[config.mk]
export PLATFORM = sky130hd
export DESIGN_NAME = hart_scheduler_flat
export DESIGN_NICKNAME = d
export VERILOG_FILES = /design/src/rtl/hart_scheduler_pkg.sv /design/src/rtl/hart_scheduler_if.sv /design/src/rtl/hart_scheduler_delay_line.sv /design/src/rtl/hart_scheduler.sv /design/src/flat_wrapper.sv
export SDC_FILE = /design/constraint.sdc
export NUM_CORES = 1
export LEC_CHECK = 0
export CAP_MARGIN = 20
export CELL_PAD_IN_SITES_DETAIL_PLACEMENT = 1
export CELL_PAD_IN_SITES_GLOBAL_PLACEMENT = 1
export CORE_MARGIN = 10
export CORE_UTILIZATION = 31
export CTS_CLUSTER_DIAMETER = 60
export DETAILED_ROUTE_END_ITERATION = 12
export PLACE_DENSITY = 0.57
export SLEW_MARGIN = 10
export SYNTH_ARGS = -nofsm -noshare
export SYNTH_HDL_FRONTEND = slang
export SYNTH_HIERARCHICAL = 1
export SYNTH_SLANG_ARGS = --single-unit
[constraint.sdc]
create_clock -name clk -period 8 [get_ports clk]
set_input_delay 0.8 -clock clk [delete_from_list [all_inputs] [get_ports clk]]
set_output_delay 0.8 -clock clk [all_outputs]
set_load 0.05 [all_outputs]
[src/rtl/hart_scheduler_pkg.sv]
// Shared constants and slot type for the barrel issue scheduler.
// Imported by the interface, delay line and scheduler top.
package hart_sched_pkg;

  localparam int DEF_NUM_HARTS  = 16;
  localparam int DEF_PIPE_DEPTH = 15;

  // Hart field is sized for the largest supported barrel; narrower
  // configurations zero-extend into it.
  localparam int SLOT_HART_W = 8;

  typedef struct packed {
    logic                   valid;
    logic [SLOT_HART_W-1:0] hart;
  } sched_slot_t;

endpackage

[src/rtl/hart_scheduler_if.sv]
// Front-end <-> scheduler bundle: enables, park/unpark pulses,
// issue and retire streams, in-flight mask.
interface hart_scheduler_if
  import hart_sched_pkg::*;
#(
  parameter int NUM_HARTS = DEF_NUM_HARTS,
  parameter int HART_W    = $clog2(NUM_HARTS)
);

  logic [NUM_HARTS-1:0] i_hart_enable;
  logic                 i_block_valid;
  logic [HART_W-1:0]    i_block_hart;
  logic                 i_wake_valid;
  logic [HART_W-1:0]    i_wake_hart;
  logic                 o_issue_valid;
  logic [HART_W-1:0]    o_issue_hart;
  logic                 o_retire_valid;
  logic [HART_W-1:0]    o_retire_hart;
  logic [NUM_HARTS-1:0] o_inflight;

  modport master (
    output i_hart_enable,
    output i_block_valid,
    output i_block_hart,
    output i_wake_valid,
    output i_wake_hart,
    input  o_issue_valid,
    input  o_issue_hart,
    input  o_retire_valid,
    input  o_retire_hart,
    input  o_inflight
  );

  modport slave (
    input  i_hart_enable,
    input  i_block_valid,
    input  i_block_hart,
    input  i_wake_valid,
    input  i_wake_hart,
    output o_issue_valid,
    output o_issue_hart,
    output o_retire_valid,
    output o_retire_hart,
    output o_inflight
  );

endinterface

[src/rtl/hart_scheduler_delay_line.sv]
// Fixed-depth shift register of issue slots; its tail is the
// retire stream. Every stage clears on reset.
module hart_delay_line
  import hart_sched_pkg::*;
#(
  parameter int DEPTH = DEF_PIPE_DEPTH
) (
  input  logic        clk,
  input  logic        reset,
  input  sched_slot_t din,
  output sched_slot_t dout
);

  sched_slot_t stage [DEPTH];

  // Shift one stage per cycle; reset drops every pending slot.
  always_ff @(posedge clk) begin
    if (reset) begin
      for (int i = 0; i < DEPTH; i++) begin
        stage[i] <= '0;
      end
    end else begin
      stage[0] <= din;
      for (int i = 1; i < DEPTH; i++) begin
        stage[i] <= stage[i-1];
      end
    end
  end

  assign dout = stage[DEPTH-1];

endmodule

[src/rtl/hart_scheduler.sv]
// Barrel issue scheduler: round-robin pick of one runnable hart per
// cycle, with in-flight tracking so a hart is never issued twice.
module hart_scheduler
  import hart_sched_pkg::*;
#(
  parameter int NUM_HARTS  = DEF_NUM_HARTS,
  parameter int PIPE_DEPTH = DEF_PIPE_DEPTH,
  parameter int HART_W     = $clog2(NUM_HARTS)
) (
  input logic             clk,
  input logic             reset,
  hart_scheduler_if.slave bus
);

  logic [NUM_HARTS-1:0] blocked;
  logic [NUM_HARTS-1:0] blocked_nxt;
  logic [NUM_HARTS-1:0] inflight;
  logic [NUM_HARTS-1:0] elig;
  logic [NUM_HARTS-1:0] retire_mask;
  logic [NUM_HARTS-1:0] grant_mask;
  logic [HART_W-1:0]    last;
  logic [HART_W-1:0]    issue_hart;
  logic [HART_W-1:0]    grant_hart;
  logic [HART_W-1:0]    retire_hart;
  logic                 issue_valid;
  logic                 grant_valid;
  logic [HART_W:0]      pick;
  sched_slot_t          issue_slot;
  sched_slot_t          retire_slot;
  logic                 unused_slot_hi;

  // Rotate so ptr+1 sits at bit 0, take the lowest set bit, rotate
  // back. Returns {found, hart}.
  function automatic logic [HART_W:0] rr_pick(
    input logic [NUM_HARTS-1:0] req,
    input logic [HART_W-1:0]    ptr
  );
    logic [HART_W-1:0]      start;
    logic [2*NUM_HARTS-1:0] dbl;
    logic [NUM_HARTS-1:0]   rot;
    logic [HART_W-1:0]      off;
    start = ptr + HART_W'(1);
    dbl   = {req, req} >> start;
    rot   = dbl[NUM_HARTS-1:0];
    off   = '0;
    for (int i = NUM_HARTS - 1; i >= 0; i--) begin
      if (rot[i]) begin
        off = HART_W'(i);
      end
    end
    return {|rot, start + off};
  endfunction

  assign retire_hart = HART_W'(retire_slot.hart);

  // Upper slot bits are always zero for this configuration.
  assign unused_slot_hi = |(retire_slot.hart >> HART_W);

  // One-hot of the hart leaving the pipe this cycle.
  always_comb begin
    retire_mask = '0;
    if (retire_slot.valid) begin
      retire_mask[retire_hart] = 1'b1;
    end
  end

  // A retiring hart counts as free so it can reissue immediately.
  assign elig = bus.i_hart_enable & ~blocked
              & (~inflight | retire_mask);

  assign pick        = rr_pick(elig, last);
  assign grant_valid = pick[HART_W];
  assign grant_hart  = pick[HART_W-1:0];

  // One-hot of the hart granted this cycle.
  always_comb begin
    grant_mask = '0;
    if (grant_valid) begin
      grant_mask[grant_hart] = 1'b1;
    end
  end

  // Park/unpark update; wake is applied last so it wins a collision.
  always_comb begin
    blocked_nxt = blocked;
    if (bus.i_block_valid) begin
      blocked_nxt[bus.i_block_hart] = 1'b1;
    end
    if (bus.i_wake_valid) begin
      blocked_nxt[bus.i_wake_hart] = 1'b0;
    end
  end

  // Issue register and round-robin pointer; idle cycles hold both.
  always_ff @(posedge clk) begin
    if (reset) begin
      issue_valid <= 1'b0;
      issue_hart  <= '0;
      last        <= HART_W'(NUM_HARTS - 1);
    end else begin
      issue_valid <= grant_valid;
      if (grant_valid) begin
        issue_hart <= grant_hart;
        last       <= grant_hart;
      end
    end
  end

  // In-flight mask: set on issue beats clear on retire.
  always_ff @(posedge clk) begin
    if (reset) begin
      inflight <= '0;
    end else begin
      inflight <= (inflight & ~retire_mask) | grant_mask;
    end
  end

  // Parked-hart mask.
  always_ff @(posedge clk) begin
    if (reset) begin
      blocked <= '0;
    end else begin
      blocked <= blocked_nxt;
    end
  end

  assign issue_slot.valid = issue_valid;
  assign issue_slot.hart  = SLOT_HART_W'(issue_hart);

  hart_delay_line #(
    .DEPTH (PIPE_DEPTH)
  ) u_delay (
    .clk   (clk),
    .reset (reset),
    .din   (issue_slot),
    .dout  (retire_slot)
  );

  assign bus.o_issue_valid  = issue_valid;
  assign bus.o_issue_hart   = issue_hart;
  assign bus.o_retire_valid = retire_slot.valid;
  assign bus.o_retire_hart  = retire_hart;
  assign bus.o_inflight     = inflight;

endmodule

[src/flat_wrapper.sv]
// flat-port wrapper written by rule: the top's interface ports become plain ports
module hart_scheduler_flat import hart_sched_pkg::*;
#(
  parameter int NUM_HARTS  = DEF_NUM_HARTS,
  parameter int PIPE_DEPTH = DEF_PIPE_DEPTH,
  parameter int HART_W     = $clog2(NUM_HARTS)
)
  (clk, reset, bus_i_hart_enable, bus_i_block_valid, bus_i_block_hart, bus_i_wake_valid, bus_i_wake_hart, bus_o_issue_valid, bus_o_issue_hart, bus_o_retire_valid, bus_o_retire_hart, bus_o_inflight);
  hart_scheduler_if #(.NUM_HARTS(NUM_HARTS), .HART_W(HART_W)) bus_i ();
  input logic clk;
  input logic reset;
  input wire logic [$bits(bus_i.i_hart_enable)-1:0] bus_i_hart_enable;
  input wire logic [$bits(bus_i.i_block_valid)-1:0] bus_i_block_valid;
  input wire logic [$bits(bus_i.i_block_hart)-1:0] bus_i_block_hart;
  input wire logic [$bits(bus_i.i_wake_valid)-1:0] bus_i_wake_valid;
  input wire logic [$bits(bus_i.i_wake_hart)-1:0] bus_i_wake_hart;
  output wire logic [$bits(bus_i.o_issue_valid)-1:0] bus_o_issue_valid;
  output wire logic [$bits(bus_i.o_issue_hart)-1:0] bus_o_issue_hart;
  output wire logic [$bits(bus_i.o_retire_valid)-1:0] bus_o_retire_valid;
  output wire logic [$bits(bus_i.o_retire_hart)-1:0] bus_o_retire_hart;
  output wire logic [$bits(bus_i.o_inflight)-1:0] bus_o_inflight;
  assign bus_i.i_hart_enable = bus_i_hart_enable;
  assign bus_i.i_block_valid = bus_i_block_valid;
  assign bus_i.i_block_hart = bus_i_block_hart;
  assign bus_i.i_wake_valid = bus_i_wake_valid;
  assign bus_i.i_wake_hart = bus_i_wake_hart;
  assign bus_o_issue_valid = bus_i.o_issue_valid;
  assign bus_o_issue_hart = bus_i.o_issue_hart;
  assign bus_o_retire_valid = bus_i.o_retire_valid;
  assign bus_o_retire_hart = bus_i.o_retire_hart;
  assign bus_o_inflight = bus_i.o_inflight;
  hart_scheduler #(.NUM_HARTS(NUM_HARTS), .PIPE_DEPTH(PIPE_DEPTH), .HART_W(HART_W)) u_core (.clk(clk), .reset(reset), .bus(bus_i));
endmodule
# --- Word-level counts from Yosys, hierarchy flattened ---
# Memories as Yosys holds them, arrays and structs flattened.
# Index checks and enable logic that the tools add are counted.
# W data, S select, Z words.
word_totals:
  register_bits: 41
  ramBits: 135
  inputBits: 28
  out_inout_bits: 26
  elab_cells: 94
  n_memories: 1
op_classes:
  n_addsub: 2
  n_lt_le_gt_ge: 8
  shifts: 1
  mux: 46
  bitwise: 26
  reduce_logical: 5
memory_table:
  columns: ["name", "depth", "width", "rd", "rd_clocked_by_memory_dff", "write_ports", "line", "text"]
  rows:
  - ["u_core.u_delay.stage", 15, 9, 15, 0, 15, "hart_scheduler_delay_line.sv:14", "sched_slot_t stage [DEPTH];"]
op_table:
  columns: ["operator", "count"]
  rows:
  - ["$mux W9", 15]
  - ["$and A16 B16 Y16", 4]
  - ["$mux W16", 4]
  - ["$mux W4", 16]
  - ["$not A16 Y16", 4]
  - ["$or A16 B16 Y16", 3]
  - ["$shr A32 B4 Y16", 1]
  - ["$lt A4 B5 Y1 const B", 4]
  - ["$demux W1 S4", 4]
  - ["$ge A4 B1 Y1 const B", 4]
  - ["$reduce_or A16 Y1", 1]
  - ["$or A1 B1 Y1", 15]
  - ["$mux W1", 7]
  - ["$add A4 B1 Y4 const B", 1]
  - ["$add A4 B4 Y4", 1]
  - ["$logic_and A1 B1 Y1", 4]

# --- Logic depth before layout (Yosys ltp) ---
# An unclocked memory read counts as a cell.
logic_depth:
  ltp_word: 32
  depth_mapped: 19

# --- By module ---
# The synthesis kept the hierarchy.
by_module_without_submodules:
  columns: ["mod", "instances", "cells_each", "area_per_inst_um2", "seq_area_each_um2"]
  rows:
  - ["hart_scheduler", 1, 467, 3836.2, 820.8]
  - ["hart_delay_line", 1, 294, 3823.7, 2702.6]

# --- Worst setup path after synthesis ---
# Ideal clock, no wire load.
synth_timing:
  path_type: "input to register"
  start: "input port bus_i_hart_enable[4]"
  end: "register u_core.inflight[10] (netlist: u_core/bus.o_inflight[10])"
  arrival_time_ps: 4084
  required_time_ps: 7871
  setup_slack_ps: 3787
  cell_stages: 14
  cell_sequence: "nor2b_1 -> a311oi_2 -> nand3_1 -> a2111oi_2 -> nor2_1 -> or4b_2 -> o21ai_0 -> a31oi_1 -> ha_1 -> a21o_1 -> a21oi_1 -> a21oi_1 -> a32oi_4 -> o31ai_1"
synth_via:
  elab_chain_cells: 26
  word_cells_on_any_way: 28
  cone_classes: "1 x add/sub; 2 x order compare; 1 x shift; 19 x mux; 3 x bitwise; 2 x reduce/logical"
synth_rtl:
  columns: ["element", "line", "text"]
  rows:
  - ["start, declared", "flat_wrapper.sv:12", "input wire logic [$bits(bus_i.i_hart_enable)-1:0] bus_i_hart_enable;"]
  - ["$and A16 B16 Y16 (*)", "hart_scheduler.sv:68", "assign elig = bus.i_hart_enable & ~blocked"]
  - ["$and A16 B16 Y16 (*)", "hart_scheduler.sv:69", "& (~inflight | retire_mask);"]
  - ["$shr A32 B4 Y16 (*)", "hart_scheduler.sv:43", "dbl = {req, req} >> start;"]
  - ["$mux W4 (16 in a row)", "hart_scheduler.sv:47", "if (rot[i]) begin"]
  - ["$add A4 B4 Y4", "hart_scheduler.sv:51", "return {|rot, start + off};"]
  - ["$lt A4 B5 Y1 (not written as such) or $ge A4 B1 Y1 (tied branches)", "hart_scheduler.sv:79", "grant_mask[grant_hart] = 1'b1;"]
  - ["$logic_and A1 B1 Y1 (not written as such)", "hart_scheduler.sv:79", null]
  - ["$mux W1 (not written as such)", "hart_scheduler.sv:79", null]
  - ["$demux W1 S4", null, null]
  - ["$mux W16 (*)", "hart_scheduler.sv:78", "if (grant_valid) begin"]
  - ["$or A16 B16 Y16 (*)", "hart_scheduler.sv:114", "inflight <= (inflight & ~retire_mask) | grant_mask;"]
  - ["end signal, assigned", "hart_scheduler.sv:114", null]
  - ["end, declared", "hart_scheduler.sv:17", "logic [NUM_HARTS-1:0] inflight;"]
# Mark *: on every way between the ends. The rest lies on a longest branch, timed or not.
# A chain may end at the register's enable or synchronous reset.

# --- Worst setup path in the final report ---
layout_timing:
  start: "register u_core.last[0]"
  end: "register u_core.inflight[10] (netlist: u_core/bus.o_inflight[10])"
layout_via:
  elab_chain_cells: 25
  word_cells_on_any_way: 27
  cone_classes: "2 x add/sub; 2 x order compare; 1 x shift; 19 x mux; 1 x bitwise; 2 x reduce/logical"
layout_rtl:
  columns: ["element", "line", "text"]
  rows:
  - ["start, declared", "hart_scheduler.sv:21", "logic [HART_W-1:0] last;"]
  - ["start signal, assigned", "hart_scheduler.sv:99", "last <= HART_W'(NUM_HARTS - 1);"]
  - ["start signal, assigned", "hart_scheduler.sv:104", "last <= grant_hart;"]
  - ["$add A4 B1 Y4 (*)", "hart_scheduler.sv:42", "start = ptr + HART_W'(1);"]
  - ["$shr A32 B4 Y16", "hart_scheduler.sv:43", null]
  - ["$mux W4 (16 in a row)", "hart_scheduler.sv:47", null]
  - ["$add A4 B4 Y4", "hart_scheduler.sv:51", null]
  - ["$lt A4 B5 Y1 (not written as such) or $ge A4 B1 Y1 (tied branches)", "hart_scheduler.sv:79", null]
  - ["$logic_and A1 B1 Y1 (not written as such)", "hart_scheduler.sv:79", null]
  - ["$mux W1 (not written as such)", "hart_scheduler.sv:79", null]
  - ["$demux W1 S4", null, null]
  - ["$mux W16 (*)", "hart_scheduler.sv:78", null]
  - ["$or A16 B16 Y16 (*)", "hart_scheduler.sv:114", null]
# Marked as above.

==> results by group <==
Run status
  – Status: finished clean

Drt
  – Vias: around 5200
  – Final WL: 19200 µm
  – Initial drt markers: between 300 and 400
  – Wire per inst: 20.6 µm
  – Drt pass-1 iters: 5
  – Post-route ant nets: 0
  – DR vias/cell: approximately 5.5
  – Residual DRC: 0

Floorplanning
  – Rows: 50
  – I/O pins: 54
  – Core Box Area: ~19000 µm²
  – Die width: 159 µm
  – Die area: roughly 25000 µm²
  – Die Y: about 160 µm
  – Starting Density: 31.8%

Clock network
  – CTS max path bufs: 2
  – CTS clk-pin slew, worst paths: around 0.060 ns
  – Post-cts hold buffer count: 0
  – Root buffer cell: clkbuf_16
  – H-tree depth: 4
  – Clk_lat worst skew: roughly 0.41 ns
  – Setup bufs post-CTS: 0
  – Clk sink count: 116
  – TritonCTS clock tree: yes
  – Post-CTS Resized: 0
  – Num CTS Buffers: 17

Global route
  – First-pass GRT wire length: between 30000 and 40000 µm
  – Vias in the first global route: 5295
  – GR Util All Layers: between 10 and 15%
  – Pin count of the biggest net entering global routing: 83
  – Initial antenna violation count: 0
  – GRT overflow: 0

Worst setup path
  – Worst R2R Path Depth: 17
  – Critical path class: reg2reg
  – Worst path arrival time: approximately 5.5 ns
  – Reg-to-reg endpoint: u_core/bus.o_inflight[10]
  – Flop2flop setup slack: approximately 2.8 ns
  – Worst path required time: 8.27 ns
  – Crit-path max FO: 48
  – Kind of end point of the critical path: flip-flop
  – Worst r2r src: u_core/last[0]
  – Startpoint types: flip-flop

STA
  – Minimum clock period: 5.24 ns
  – Total Negative Setup Slacks: 0 ns
  – Hold violation count in the final report: 0
  – # setup viols final: 0
  – Actual slew at the worst max-slew pin: about 0.96 ns
  – RSZ-0062 raised after global routing: no
  – Final period util: roughly two thirds
  – Max Clk Rate: 0.191 GHz
  – Fin. max-slew vios: 0
  – Skew final: 0.0149 ns
  – Slew margin rel.: between 30% and 40%

Finish
  – Final #Nets: just under 700
  – Commonest non-fill, non-tap cells in the layout: dfxtp_1 (116), nor2b_1 (72), clkdlybuf4s50_1 (52)
  – Final core utilization: a little under two fifths
  – Diode count: 0
  – Commonest non-fill, non-tap cell in the layout: dfxtp_1
  – Syn-to-layout area delta: 18.8%
  – Share of cells above drive strength 1: between 10% and 20%

Place
  – PortBufs: 53
  – Detail Placement HPWL: about 14000 µm
  – Final RePlAce weighted congestion: about 0.94

Min path
  – Hold Crit Class: reg2reg
  – Hold path start: u_core/u_delay/stage[2][10]
  – Worst Hold Endpoint: u_core/u_delay/stage[2][19]
  – Hold path depth: 1

Synth
  – Ys Warns: 6
  – Syn nets: between 600 and 700
  – Synth Instances: about 640
  – Post-Syn Area per Cell: between 9 and 10 µm²
  – Mapped cell area: approximately 6000 µm²

Power
  – Worst VDD drop: 0.000264 V
  – Power Density: between 400 and 500 nW/µm²
  – Total Power Consumption: between 3 and 4 mW
  – Leakage: 2.49 nW

Job
  – Max-capacitance violation count: 0
[sequential cells by signal, indices dropped and copies added (netlist names)]
| name | flops |
|---|---|
| u_core/bus.o_issue_valid | 1 |
| u_core/u_delay/stage | 75 |
| u_core/bus.o_issue_hart | 4 |
| u_core/last | 4 |
| u_core/blocked | 16 |
| u_core/bus.o_inflight | 16 |
[per-layer routing]
metal	track usage (%)	part of all wire (%)	routed length, µm	up-vias
li1	-	-	-	2456
met1	19.2	46	8870	2548
met2	23.7	47	9000	132
met3	3.51	5.2	998	21
met4	4.80	1.9	371	0
met5	0	0	0	-
[report_power, final]
part	switching, mW	total (mW)	internal [mW]
Sequential	0.0367	0.663	0.627
Combinational	1.34	2.04	0.705
Clock	0.300	0.740	0.440
[through the flow]
| stage | std cells | hold slack [ns] | setup slack [ns] | area [µm²] |
|---|---|---|---|---|
| after floorplan | 636 | 0.414 | 3.79 | 6010 |
| after global placement | 904 | 0.415 | 2.69 | 6560 |
| after detailed placement | 904 | 0.424 | 2.60 | 6560 |
| after CTS | 936 | 0.440 | 2.74 | 7140 |
| after global routing | 936 | 0.454 | 2.24 | 7140 |
| final | 936 | 0.435 | 2.76 | 7140 |
[worst max path at each step]
stage,from,slack (ns),to
finish,u_core/last[0],2.76,u_core/bus.o_inflight[10]
global route,u_core/last[0],2.24,u_core/bus.o_inflight[12]
CTS,u_core/last[0],2.74,u_core/bus.o_inflight[10]
detailed placement,bus_i_hart_enable[12],2.60,u_core/bus.o_inflight[10]
global placement,bus_i_hart_enable[12],2.69,u_core/bus.o_inflight[14]
floorplan,bus_i_hart_enable[4],3.79,u_core/bus.o_inflight[10]
[final cells by class]
class	count	area [µm²]
Fill cell	2179	11700
Timing Repair Buffer	57	558
Tap cell	260	325
Inverter	7	26.3
Clock inverter	15	156
Multi-Input combinational cell	464	3330
Clock buffer	17	425
Sequential cell	116	2320
[critical path: stages (launching register included)]
cell	delay (ns)
dfxtp_1	0.31
buf_4	0.40
ha_1	0.33
xnor2_4	0.21
inv_2	0.39
nor3_1	0.11
a22oi_1	0.41
a211oi_1	0.10
a21oi_1	0.52
or4b_2	0.62
o21ai_0	0.09
a31oi_1	0.10
ha_1	0.30
a21o_1	0.17
a21oi_1	0.40
a21oi_1	0.13
a32oi_4	0.35
o31ai_1	0.14
(Power assumes the default switching activity.)
